## config.mk

```make
export PLATFORM = sky130hd
export DESIGN_NAME = mult_block_buffer
export DESIGN_NICKNAME = d
export VERILOG_FILES = /design/src/rtl/mult_block_buffer.sv
export SDC_FILE = /design/constraint.sdc
export NUM_CORES = 1
export LEC_CHECK = 0
export CORE_MARGIN = 2
export CORE_UTILIZATION = 55
export CTS_BUF_LIST = sky130_fd_sc_hd__clkbuf_4
export CTS_CLUSTER_DIAMETER = 40
export DETAILED_ROUTE_END_ITERATION = 16
export DONT_BUFFER_PORTS = 1
export PLACE_DENSITY = 0.7
export SLEW_MARGIN = 25
export SYNTH_ARGS = -nofsm -noshare
export SYNTH_HDL_FRONTEND = slang
export SYNTH_SLANG_ARGS = --single-unit
```

## constraint.sdc

```tcl
create_clock -name clk -period 2.3 [get_ports clk]
set_input_delay 0.46 -clock clk [delete_from_list [all_inputs] [get_ports clk]]
set_output_delay 0.46 -clock clk [all_outputs]
set_load 0.05 [all_outputs]
```

## src/rtl/mult_block_buffer.sv

```systemverilog
// Multiply-and-buffer block: two-stage scaled/saturated multiplier feeding an
// external single-port memory as one block, then streaming that block back out.
module mult_block_buffer #(
    parameter int DATA_W    = 16,
    parameter int DEPTH     = 64,
    parameter int ADDR_W    = $clog2(DEPTH),
    parameter int SIGNED    = 1,
    parameter int FRAC_BITS = 0,
    parameter int SAT_EN    = 1
) (
    input  logic              clk,
    input  logic              rst,
    input  logic              EN_mult,
    input  logic [DATA_W-1:0] mult_input0,
    input  logic [DATA_W-1:0] mult_input1,
    output logic              RDY_mult,
    input  logic              EN_flush,
    output logic              EN_writeMem,
    output logic [ADDR_W-1:0] writeMem_addr,
    output logic [DATA_W-1:0] writeMem_val,
    output logic              BLOCK_full,
    output logic [ADDR_W:0]   block_count,
    input  logic              EN_blockRead,
    output logic              EN_readMem,
    output logic [ADDR_W-1:0] readMem_addr,
    input  logic [DATA_W-1:0] readMem_val,
    output logic              VALID_memVal,
    output logic [DATA_W-1:0] memVal_data
);

    localparam logic [2:0] S_IDLE  = 3'd0;
    localparam logic [2:0] S_WRITE = 3'd1;
    localparam logic [2:0] S_DRAIN = 3'd2;
    localparam logic [2:0] S_FULL  = 3'd3;
    localparam logic [2:0] S_READ  = 3'd4;

    // Product is kept one bit wider than 2*DATA_W so the rounding add can never overflow.
    localparam int PW     = 2 * DATA_W + 1;
    localparam int RND_SH = (FRAC_BITS > 0) ? FRAC_BITS - 1 : 0;
    localparam logic signed [PW-1:0] RND  = (FRAC_BITS > 0) ? (PW'(1) << RND_SH) : '0;
    localparam logic signed [PW-1:0] SMAX = {{(DATA_W+2){1'b0}}, {(DATA_W-1){1'b1}}};
    localparam logic signed [PW-1:0] SMIN = {{(DATA_W+2){1'b1}}, {(DATA_W-1){1'b0}}};
    localparam logic signed [PW-1:0] UMAX = {{(DATA_W+1){1'b0}}, {DATA_W{1'b1}}};
    localparam logic signed [PW-1:0] HI   = (SIGNED != 0) ? SMAX : UMAX;
    localparam logic signed [PW-1:0] LO   = (SIGNED != 0) ? SMIN : '0;
    localparam logic [ADDR_W:0] DEPTH_C   = (ADDR_W+1)'(DEPTH);

    logic [2:0]              state;
    logic                    started;
    logic [ADDR_W:0]         acc_cnt;
    logic                    drain_cnt;
    logic                    accept;
    logic                    p1_v;
    logic [ADDR_W-1:0]       p1_addr;
    logic signed [PW-1:0]    p1_prod;
    logic signed [PW-1:0]    a_x;
    logic signed [PW-1:0]    b_x;
    logic signed [PW-1:0]    rounded;
    logic signed [PW-1:0]    shifted;
    logic [DATA_W-1:0]       scaled;
    logic                    rd_en;
    logic                    rd_vld;
    logic [ADDR_W-1:0]       rd_addr;

    // started holds RDY_mult low until the first edge after reset release.
    assign RDY_mult     = started && ((state == S_IDLE) || ((state == S_WRITE) && (acc_cnt < DEPTH_C)));
    assign accept       = EN_mult && RDY_mult;
    assign BLOCK_full   = (state == S_FULL);
    assign block_count  = ((state == S_FULL) || (state == S_READ)) ? acc_cnt : '0;
    assign EN_readMem   = rd_en;
    assign readMem_addr = rd_addr;
    assign VALID_memVal = rd_vld;
    assign memVal_data  = rd_vld ? readMem_val : '0;

    // Sign- or zero-extend operands to the full product width.
    always_comb begin
        if (SIGNED != 0) begin
            a_x = {{(DATA_W+1){mult_input0[DATA_W-1]}}, mult_input0};
            b_x = {{(DATA_W+1){mult_input1[DATA_W-1]}}, mult_input1};
        end else begin
            a_x = {{(DATA_W+1){1'b0}}, mult_input0};
            b_x = {{(DATA_W+1){1'b0}}, mult_input1};
        end
    end

    // Round-half-up, fixed-point shift, then clamp or truncate to DATA_W.
    always_comb begin
        rounded = p1_prod + RND;
        shifted = rounded >>> FRAC_BITS;
        scaled  = shifted[DATA_W-1:0];
        if (SAT_EN != 0) begin
            if (shifted > HI) begin
                scaled = HI[DATA_W-1:0];
            end else if (shifted < LO) begin
                scaled = LO[DATA_W-1:0];
            end
        end
    end

    // Block control FSM: accept, drain, hold full, and sequence the readout.
    always_ff @(posedge clk or negedge rst) begin
        if (!rst) begin
            state     <= S_IDLE;
            started   <= 1'b0;
            acc_cnt   <= '0;
            drain_cnt <= 1'b0;
            rd_en     <= 1'b0;
            rd_vld    <= 1'b0;
            rd_addr   <= '0;
        end else begin
            started <= 1'b1;
            rd_vld  <= rd_en;
            case (state)
                S_IDLE: begin
                    if (accept) begin
                        acc_cnt <= acc_cnt + 1'b1;
                        state   <= S_WRITE;
                    end
                end
                S_WRITE: begin
                    if (accept) begin
                        acc_cnt <= acc_cnt + 1'b1;
                    end
                    if ((accept && (acc_cnt == DEPTH_C - 1'b1)) || EN_flush) begin
                        drain_cnt <= 1'b0;
                        state     <= S_DRAIN;
                    end
                end
                S_DRAIN: begin
                    drain_cnt <= 1'b1;
                    if (drain_cnt) begin
                        state <= S_FULL;
                    end
                end
                S_FULL: begin
                    if (EN_blockRead) begin
                        rd_en   <= 1'b1;
                        rd_addr <= '0;
                        state   <= S_READ;
                    end
                end
                S_READ: begin
                    if (rd_en) begin
                        if ({1'b0, rd_addr} == acc_cnt - 1'b1) begin
                            rd_en <= 1'b0;
                        end else begin
                            rd_addr <= rd_addr + 1'b1;
                        end
                    end
                    // Last read data is on the bus this cycle; block is released at its end.
                    if (rd_vld && !rd_en) begin
                        acc_cnt <= '0;
                        state   <= S_IDLE;
                    end
                end
                default: state <= S_IDLE;
            endcase
        end
    end

    // Two-stage product pipeline ending in the memory write port.
    always_ff @(posedge clk or negedge rst) begin
        if (!rst) begin
            p1_v          <= 1'b0;
            p1_addr       <= '0;
            p1_prod       <= '0;
            EN_writeMem   <= 1'b0;
            writeMem_addr <= '0;
            writeMem_val  <= '0;
        end else begin
            p1_v        <= accept;
            EN_writeMem <= p1_v;
            if (accept) begin
                p1_addr <= acc_cnt[ADDR_W-1:0];
                p1_prod <= a_x * b_x;
            end
            if (p1_v) begin
                writeMem_addr <= p1_addr;
                writeMem_val  <= scaled;
            end
        end
    end

endmodule

```

==> impl_metrics.ini <==
[clocking]
clk_latency_ns = 0.43
htree_levels = 3
clk_path_buf_depth = 2
cts_root_buf = clkbuf_4
cts_buffers = 9
clk_pin_slew_ns = 0.13
cts_sinks = 82
cts_tree = yes

[yosys]
yosys_warnings = 0
synth-seq-area-share_pct = 14.84
synthFlopType = dfrtp_1
avgSynthCellArea_um2 = 9.079
ys_ff_latch = 82
async_reset_ff_share_pct = 100.0
syn-num-nets = 1923
syn_inst = 1523
synth_edf_count = 0
synth_cell_types = 72
netlist_area_um2 = 13830

[hold_path]
hp-class = primary input to flip-flop
worstHoldStart = mult_input1[0]

[detailed_routing]
post_drt_wl_per_cell_um = 15.59
drt_iter0_markers = 645
drcViolationCount = 0
viasPerCell = 5.315
via_count = 10560
wl_um = 30980
dr.pass1.iters = 5
drtAntennaViolNets = 0

[worst_setup_path]
startpoint_type = primary input
slowest_delay_ns = 0.62
endpoint_kind = flip-flop
crit_top_cell = fa_1
critPathKind = primary input to flip-flop
crit_family = adder cells
crit_arrival_ns = 5.44
r2r_start = acc_cnt[0]
crit_chain = and2_4 -> fa_2 -> inv_4 -> fa_1 -> inv_1 -> fa_1 -> fa_1 -> fa_1 -> inv_1 -> fa_1 -> inv_1 -> ha_4 -> nand2_1 -> nor2_2 -> nand2_2 -> a21o_1 -> buf_6 -> a21boi_4 -> or4_1 -> nand3_1
cp_data_required_time_ns = 2.63
cp_max_fo = 16
crit_start = mult_input0[15]
slowest_stage = fa_2
path_buf_inv = 5

[finish]
area_growth_pct = 21.04
layout_common_cells = inv_1, fa_1, nand2_1
area.sequential_um2 = 2052
fillers = 2016
mostFrequentLayoutCell = inv_1
multi_input_area_um2 = 11330
final_nets = 2047
drive_gt1_share_pct = 25.73
final_cell_area_um2 = 16740

[sta]
skew_ns = 0.01723
tightest_slew_ns = 0.5469
holdWs_ns = 0.2098
setup_slack_ns = -2.813
drv_slew = 0
fmax_mhz = 195.6
period_share_pct = 222.3
hold_viol = 0
grt_setup_unrepaired = yes
setup_viol = 27
slew_headroom_pct = 63.45
min_period_ns = 5.113

[grt]
grt_pass1_wl_um = 54580
grt_max_degree = 83
grt_pass1_vias = 11550
grt_usage_pct = 25.66
antenna_found_initial = 1
gr-total-overflow = 0

[placement]
gp_congestion = 0.8773
placed_area_um2 = 15750
io_buffer_count = 0
dp_hpwl_um = 24880

[floorplan]
floorplan.initialDensity_pct = 55.39
core_um2 = 24960
die-area_um2 = 26420
io_pins = 109
die_w_um = 162.6
die_h_um = 162.6
num_rows = 58

[run]
cap_viol_max_count = 0

[status]
outcome = finished, violations left
failed_checks = setup timing
[worst reg2reg max path, stage by stage (launching register included)]
cell	delay (ns)
dfrtp_1	0.41
buf_4	0.17
nor3_2	0.13
and4b_1	0.20
o21ai_1	0.12
a21oi_1	0.08
o2111a_2	0.34
or4_4	0.53
a21oi_2	0.12
[flip-flops by register name (all words and copies together), names as in the netlist, 3 cells and up]
register and cells:
p1_prod 32, writeMem_val 16, acc_cnt 7, p1_addr 6
readMem_addr 6, writeMem_addr 6, state 3
[cell usage after synthesis, types with 14 or more instances]
master	instances	share of area, %
o21ai_0	27	0.98
inv_1	366	9.9
fa_1	262	38
ha_1	85	7.7
o31ai_1	14	0.76
dfrtp_1	82	15
nor2_1	44	1.2
a21oi_1	25	0.90
nand2_1	215	5.8
clkbuf_1	47	1.3
o22ai_1	15	0.68
xnor2_1	24	1.5
and2_1	142	6.4
[area by class of cell]
type | instances | share of cell area, %
clock inverters | 6 | 0.4859
multi-input cells | 1021 | 67.71
diodes | 5 | 0.07476
repair buffers | 166 | 8.276
flip-flops and latches | 82 | 12.26
inverters | 367 | 8.276
clock buffers | 10 | 0.4486
well taps | 330 | 2.467
[worst paths after layout]
check,end,slack (ns),depth (start not counted)
worst max-delay path,p1_prod[30],-2.81,20
worst min-delay path,p1_prod[0],0.21,2
worst max register to register,readMem_addr[3],0.13,8
worst min register to register,p1_prod[4],0.48,2
max in group asynchronous,acc_cnt[2],1.38,2
min in group asynchronous,writeMem_val[5],0.58,2
[per-stage QoR]
| step | TNS (ns) | setup WS (ns) | instances | util [%] |
|---|---|---|---|---|
| finish | -62.48 | -2.813 | 1987 | 67.04 |
| global route | -65.81 | -2.975 | 1987 | 67.04 |
| detailed placement | -76.71 | -3.517 | 1941 | 63.07 |
| CTS | -62.17 | -2.823 | 1971 | 65.60 |
| global placement | -75.39 | -3.425 | 1941 | 63.07 |
| floorplan | -70.81 | -3.390 | 1523 | - |
[logic make-up after synthesis]
logic type,share of synthesized area (%)
and+or+nand+nor,17.05
AOI/OAI and AO/OA,7.683
muxes,0.8506
other,0.02712
DFF,14.84
adders and majority gates,45.62
xor gates and xnor gates,2.316
buffers and inverters,11.61
[timing repair]
action,in CTS,in global routing
setup endpoints to repair,34,38
endpoints found under the hold margin,82,0
gates cloned,0,0
pin swaps,73,61
setup buffers,14,14
hold buffers,2,0
gates resized for setup,85,67
[routing by layer]
| metal | wire (um) | vias up | global-route usage [%] |
|---|---|---|---|
| met2 | 16580 | 211 | 47.35 |
| met5 | 0 | - | 0 |
| met3 | 1122 | 61 | 3.081 |
| li1 | - | 4849 | - |
| met1 | 12530 | 5439 | 32.59 |
| met4 | 743 | 0 | 5.350 |
Power is left out: the tool's default activity adds up to more than one toggle a clock period on the data nets, which glitch-free logic cannot reach.
==> edit 1 (same settings) <==
`SAT_EN`: 1 -> 0.
--- a/src/rtl/mult_block_buffer.sv
+++ b/src/rtl/mult_block_buffer.sv
@@ -8,3 +8,3 @@
     parameter int FRAC_BITS = 0,
-    parameter int SAT_EN    = 1
+    parameter int SAT_EN    = 0
 ) (
Formal check against the unedited RTL: not equivalent (a bounded check fails within 4 cycles, from zero or initial values and one cycle with rst low).
==> edit 1 against the original RTL <==
Global-route usage fell by 1.3 points. Cell count down 51%. Highest routed layer unchanged. Synthesized cell count is 49% lower. Critical endpoint is now p1_prod[15]$_DFFE_PN0P_. Sequential cell count down 16. Setup slack improved by 0.63 ns. Synthesized area decreased by 48%. First-iteration DRC count shrank 65%. Critical path type unchanged. Wire length decreased by 48%. Non-clock buffer count fell by 117. The flow still finishes with violations (negative setup slack). Final area is 51% lower.
==> edit 1: results (changes against the original RTL) <==
[outcome]
outcome=finished with violations
violations=negative setup slack

[worst_setup_path]
slack_of_the_worst_reg_to_reg_path_ns=0.04  ; -0.09 ns
worst_setup_path_endpoint=p1_prod[15]$_DFFE_PN0P_
worst_r2r_path_depth=9  ; +1
worst_path_largest_cell_delay_ns=0.52  ; -0.10 ns
crit-reg2reg-launch=acc_cnt[1]$_DFFE_PN0P_
cp_slowest_cell=fa_1
worstPathArrival_ns=4.77  ; -0.67 ns
cp-startpoint=mult_input0[11]

[route]
detailroute.wirelength.met3_um=992  ; -12%
routedWlPerCell_um=16.5  ; +5.7%
met1Wirelength_um=6880  ; -45%
drt_pass1_iterations=4  ; -1

[placement]
detailedPlace.worstSlack_ns=-2.62  ; +0.896 ns
place_congestion=0.896  ; +2.1%
place_hpwl_um=12800  ; -49%

[finish]
layout_cell_share_with_drive_strength_beyond_1_pct=20.8  ; -5.0 points
nFillCells=1030  ; -49%
stdcell_count=981  ; -51%
antenna_cells=0  ; -5
top_regs=p1_prod: 16 flops, writeMem_val: 16 flops, acc_cnt: 7 flops
nNetsFinal=1000  ; -51%

[grt]
first_global_vias=5592  ; -52%
global_route_wire_length_before_repair_um=27400  ; -50%
global_route.usage.total_pct=24.4  ; -1.3 points

[yosys]
ys_seq_area_share_pct=23.1  ; +8.3 points
post_synth_main_area_contributors=dfrtp_1, fa_1, ha_1

[sta]
final.setup.worst_slack_ns=-2.19  ; +0.626 ns
timing_worst_slew_pin_value_ns=0.511  ; -0.0356 ns
timing.final.setup_violations=11  ; -59%

==> edit 1: changes by cell type in the layout (fill, tap and decap cells not counted), moves of 15 or more <==
cell / unedited run / this run
ha_4: 39 / 19
o22ai_1: 15 / 0
mux2_2: 6 / 22
nand2_1: 201 / 130
dfrtp_1: 82 / 65
buf_4: 133 / 43
nor2_1: 37 / 17
and2_4: 28 / 10
inv_1: 317 / 113
and2_1: 113 / 70
xnor2_1: 13 / 32
buf_6: 31 / 4
inv_2: 47 / 14
fa_1: 241 / 71
==> edit 1: layout make-up <==
class | instances | area, um2 | share of cell area [%]
Multi-Input combinational cell | 550 | 5280 | 64.4
Sequential cell | 66 | 1650 | 20.1
Inverter | 128 | 483 | 5.89
Timing Repair Buffer | 49 | 405 | 4.94
Tap cell | 172 | 215 | 2.62
Clock inverter | 7 | 100 | 1.22
Clock buffer | 9 | 67.6 | 0.824
==> edit 1: cells by family (layout without fill, tap and decap cells) <==
group	Yosys count	in the layout	synth area share [%]
AOI/OAI and AO/OA	64	64	5.65
xor gates and xnor gates	53	53	6.68
adders and majority gates	143	143	33.3
buffers and inverters	160	193	9.06
DFF	66	66	23.1
muxes	26	26	4.02
other	1	1	0.0524
and+or+nand+nor	263	263	18.1
==> edit 1: worst reg2reg max path: stages, from the launching register on <==
cell and delay [ns]:
dfrtp_1 0.41, inv_2 0.10, ha_4 0.16, and2_4 0.16, a211oi_2 0.06, o31a_1 0.34, nor4_4 0.28, nand3_2 0.14
and3_4 0.23, a221o_1 0.27
==> edit 1: repair_timing <==
item                       in CTS  in global routing
pin swaps                       2                 21
gates resized for setup        18                 21
setup buffers                   1                  2
setup endpoints to repair      18                 21
hold buffers                    2                  0
hold endpoints to repair       66                  0
==> edit 2 (same settings) <==
Without the edit above. Make the reset (`rst`) synchronous in 2 clocked blocks.
--- a/src/rtl/mult_block_buffer.sv
+++ b/src/rtl/mult_block_buffer.sv
@@ -100,3 +100,3 @@
     // Block control FSM: accept, drain, hold full, and sequence the readout.
-    always_ff @(posedge clk or negedge rst) begin
+    always_ff @(posedge clk) begin
         if (!rst) begin
@@ -161,3 +161,3 @@
     // Two-stage product pipeline ending in the memory write port.
-    always_ff @(posedge clk or negedge rst) begin
+    always_ff @(posedge clk) begin
         if (!rst) begin
Function: differs if rst is asserted again (counterexample within 4 cycles, from zero or initial values and one cycle with rst low); with rst held inactive, the same outputs for 10 cycles.
==> edit 2 against the original RTL <==
The flow still finishes with violations (negative setup slack). Synthesized area shrank 2.8%. Largest cell class unchanged. Wire length grew 2.9%. Synthesized cell count grew 1.7%. Setup slack lost 0.20 ns. Final area shrank 5.6%. Sequential cell count is the same. Cell count shrank 0.91%.
Power is left out: the tool's default activity adds up to more than one toggle a clock period on the data nets, which glitch-free logic cannot reach.
==> edit 2: results (changes against the original RTL) <==
[grt]
first_global_vias=11482  ; -0.56%
met3_resource_use_gr_pct=3.71  ; +0.63 points
grt.met1_usage_pct=32.6  ; +0.060 points
groute.layer.met2.usage_pct=47.5  ; +0.19 points
global_route_wire_length_before_repair_um=54600  ; about the same
grt_max_degree=38  ; -54%
global_route.usage.total_pct=26.4  ; +0.70 points

[yosys]
synthArstFlopShare_pct=0  ; -100 points
synth_compound_gate_area_share_pct=7.68  ; about the same
ys_dominant_reg_cell=dfxtp_1
post_synth_xor_area_fraction_pct=3.19  ; +0.88 points
ys_seq_area_share_pct=12.2  ; -2.6 points
synth_mux_area_share_pct=0.531  ; -0.32 points
syn-mean-instance-area_um2=8.67  ; -4.5%
post_synth_main_area_contributors=fa_1, dfxtp_1, inv_1

[route]
detail_route.iter0.violations=480  ; -26%

[sta]
hold-worst-slack_ns=0.0322  ; -0.178 ns
post_route_skew_ns=0.0179  ; +0.000701 ns
timing.final.setup_violations=28  ; +3.7%
timing_worst_slew_pin_value_ns=0.666  ; +0.119 ns
final.setup.worst_slack_ns=-3.01  ; -0.200 ns

[worst_setup_path]
worst_r2r_path_depth=10  ; +2
worst_path_largest_cell_delay_ns=0.52  ; -0.10 ns
crit-reg2reg-launch=acc_cnt[1]$_SDFFE_PN0P_
cp-startpoint=mult_input0[5]

[finish]
stdcell_count=1969  ; -0.91%
layout_cell_share_with_drive_strength_beyond_1_pct=20.4  ; -5.3 points

[placement]
detailedPlace.worstSlack_ns=-3.61  ; -0.0960 ns
place_hpwl_um=25400  ; +1.9%
placed_cell_area_um2=15000  ; -5.0%

[outcome]
violations=negative setup slack
outcome=finished with violations

[clock_network]
worst_skew_pair.late_latency_ns=0.45  ; +0.02 ns

==> edit 2: cell types whose count changed in the layout (fill, tap and decap cells not counted), sizes merged, moves of 21 or more <==
cell	change
a21oi	+48
buf	-24
inv	-21
dfrtp	-82
dfxtp	+82
==> edit 2: what timing repair did <==
action                     in CTS  in global routing
hold endpoints to repair        0                  1
pin swaps                      75                 86
buffers inserted                9                 13
resized for setup              65                 85
setup endpoints to repair      32                 40
==> edit 2: layout make-up <==
| cell class | count | area, um2 |
|---|---|---|
| clock inverters | 7 | 36.3 |
| fillers | 1958 | 8390 |
| diodes | 1 | 2.50 |
| multi-input cells | 1058 | 11200 |
| clock buffers | 9 | 67.6 |
| inverters | 347 | 1310 |
| flip-flops and latches | 82 | 1640 |
| well taps | 324 | 405 |
| repair buffers | 141 | 1150 |
==> edit 2: kinds of logic after synthesis <==
family,count (synthesis)
fa+ha+maj,347
flops,82
compound gates,163
simple gates,492
mux,7
xor+xnor,49
buf+inv,409
==> edit 2: path summary, 6_finish.rpt <==
path	to
max	p1_prod[30]$_SDFFE_PN0P_
min	started$_DFF_P_
max reg2reg	readMem_addr[5]$_SDFFE_PN0P_
min reg2reg	p1_addr[2]$_SDFFE_PN0P_
==> edit 2: critical path, delay by kind of cell <==
family,cells,cell delay (ns)
adders and majority gates,7,3.20
and+or+nand+nor,4,0.95
AOI/OAI and AO/OA,5,0.86
buffers and inverters,4,0.19
==> edit 2: routing by layer <==
metal  wire, um  share of wire, %
met5          0                 0
met1      12500                39
met4       1200               3.8
met2      16700                52
met3       1510               4.7
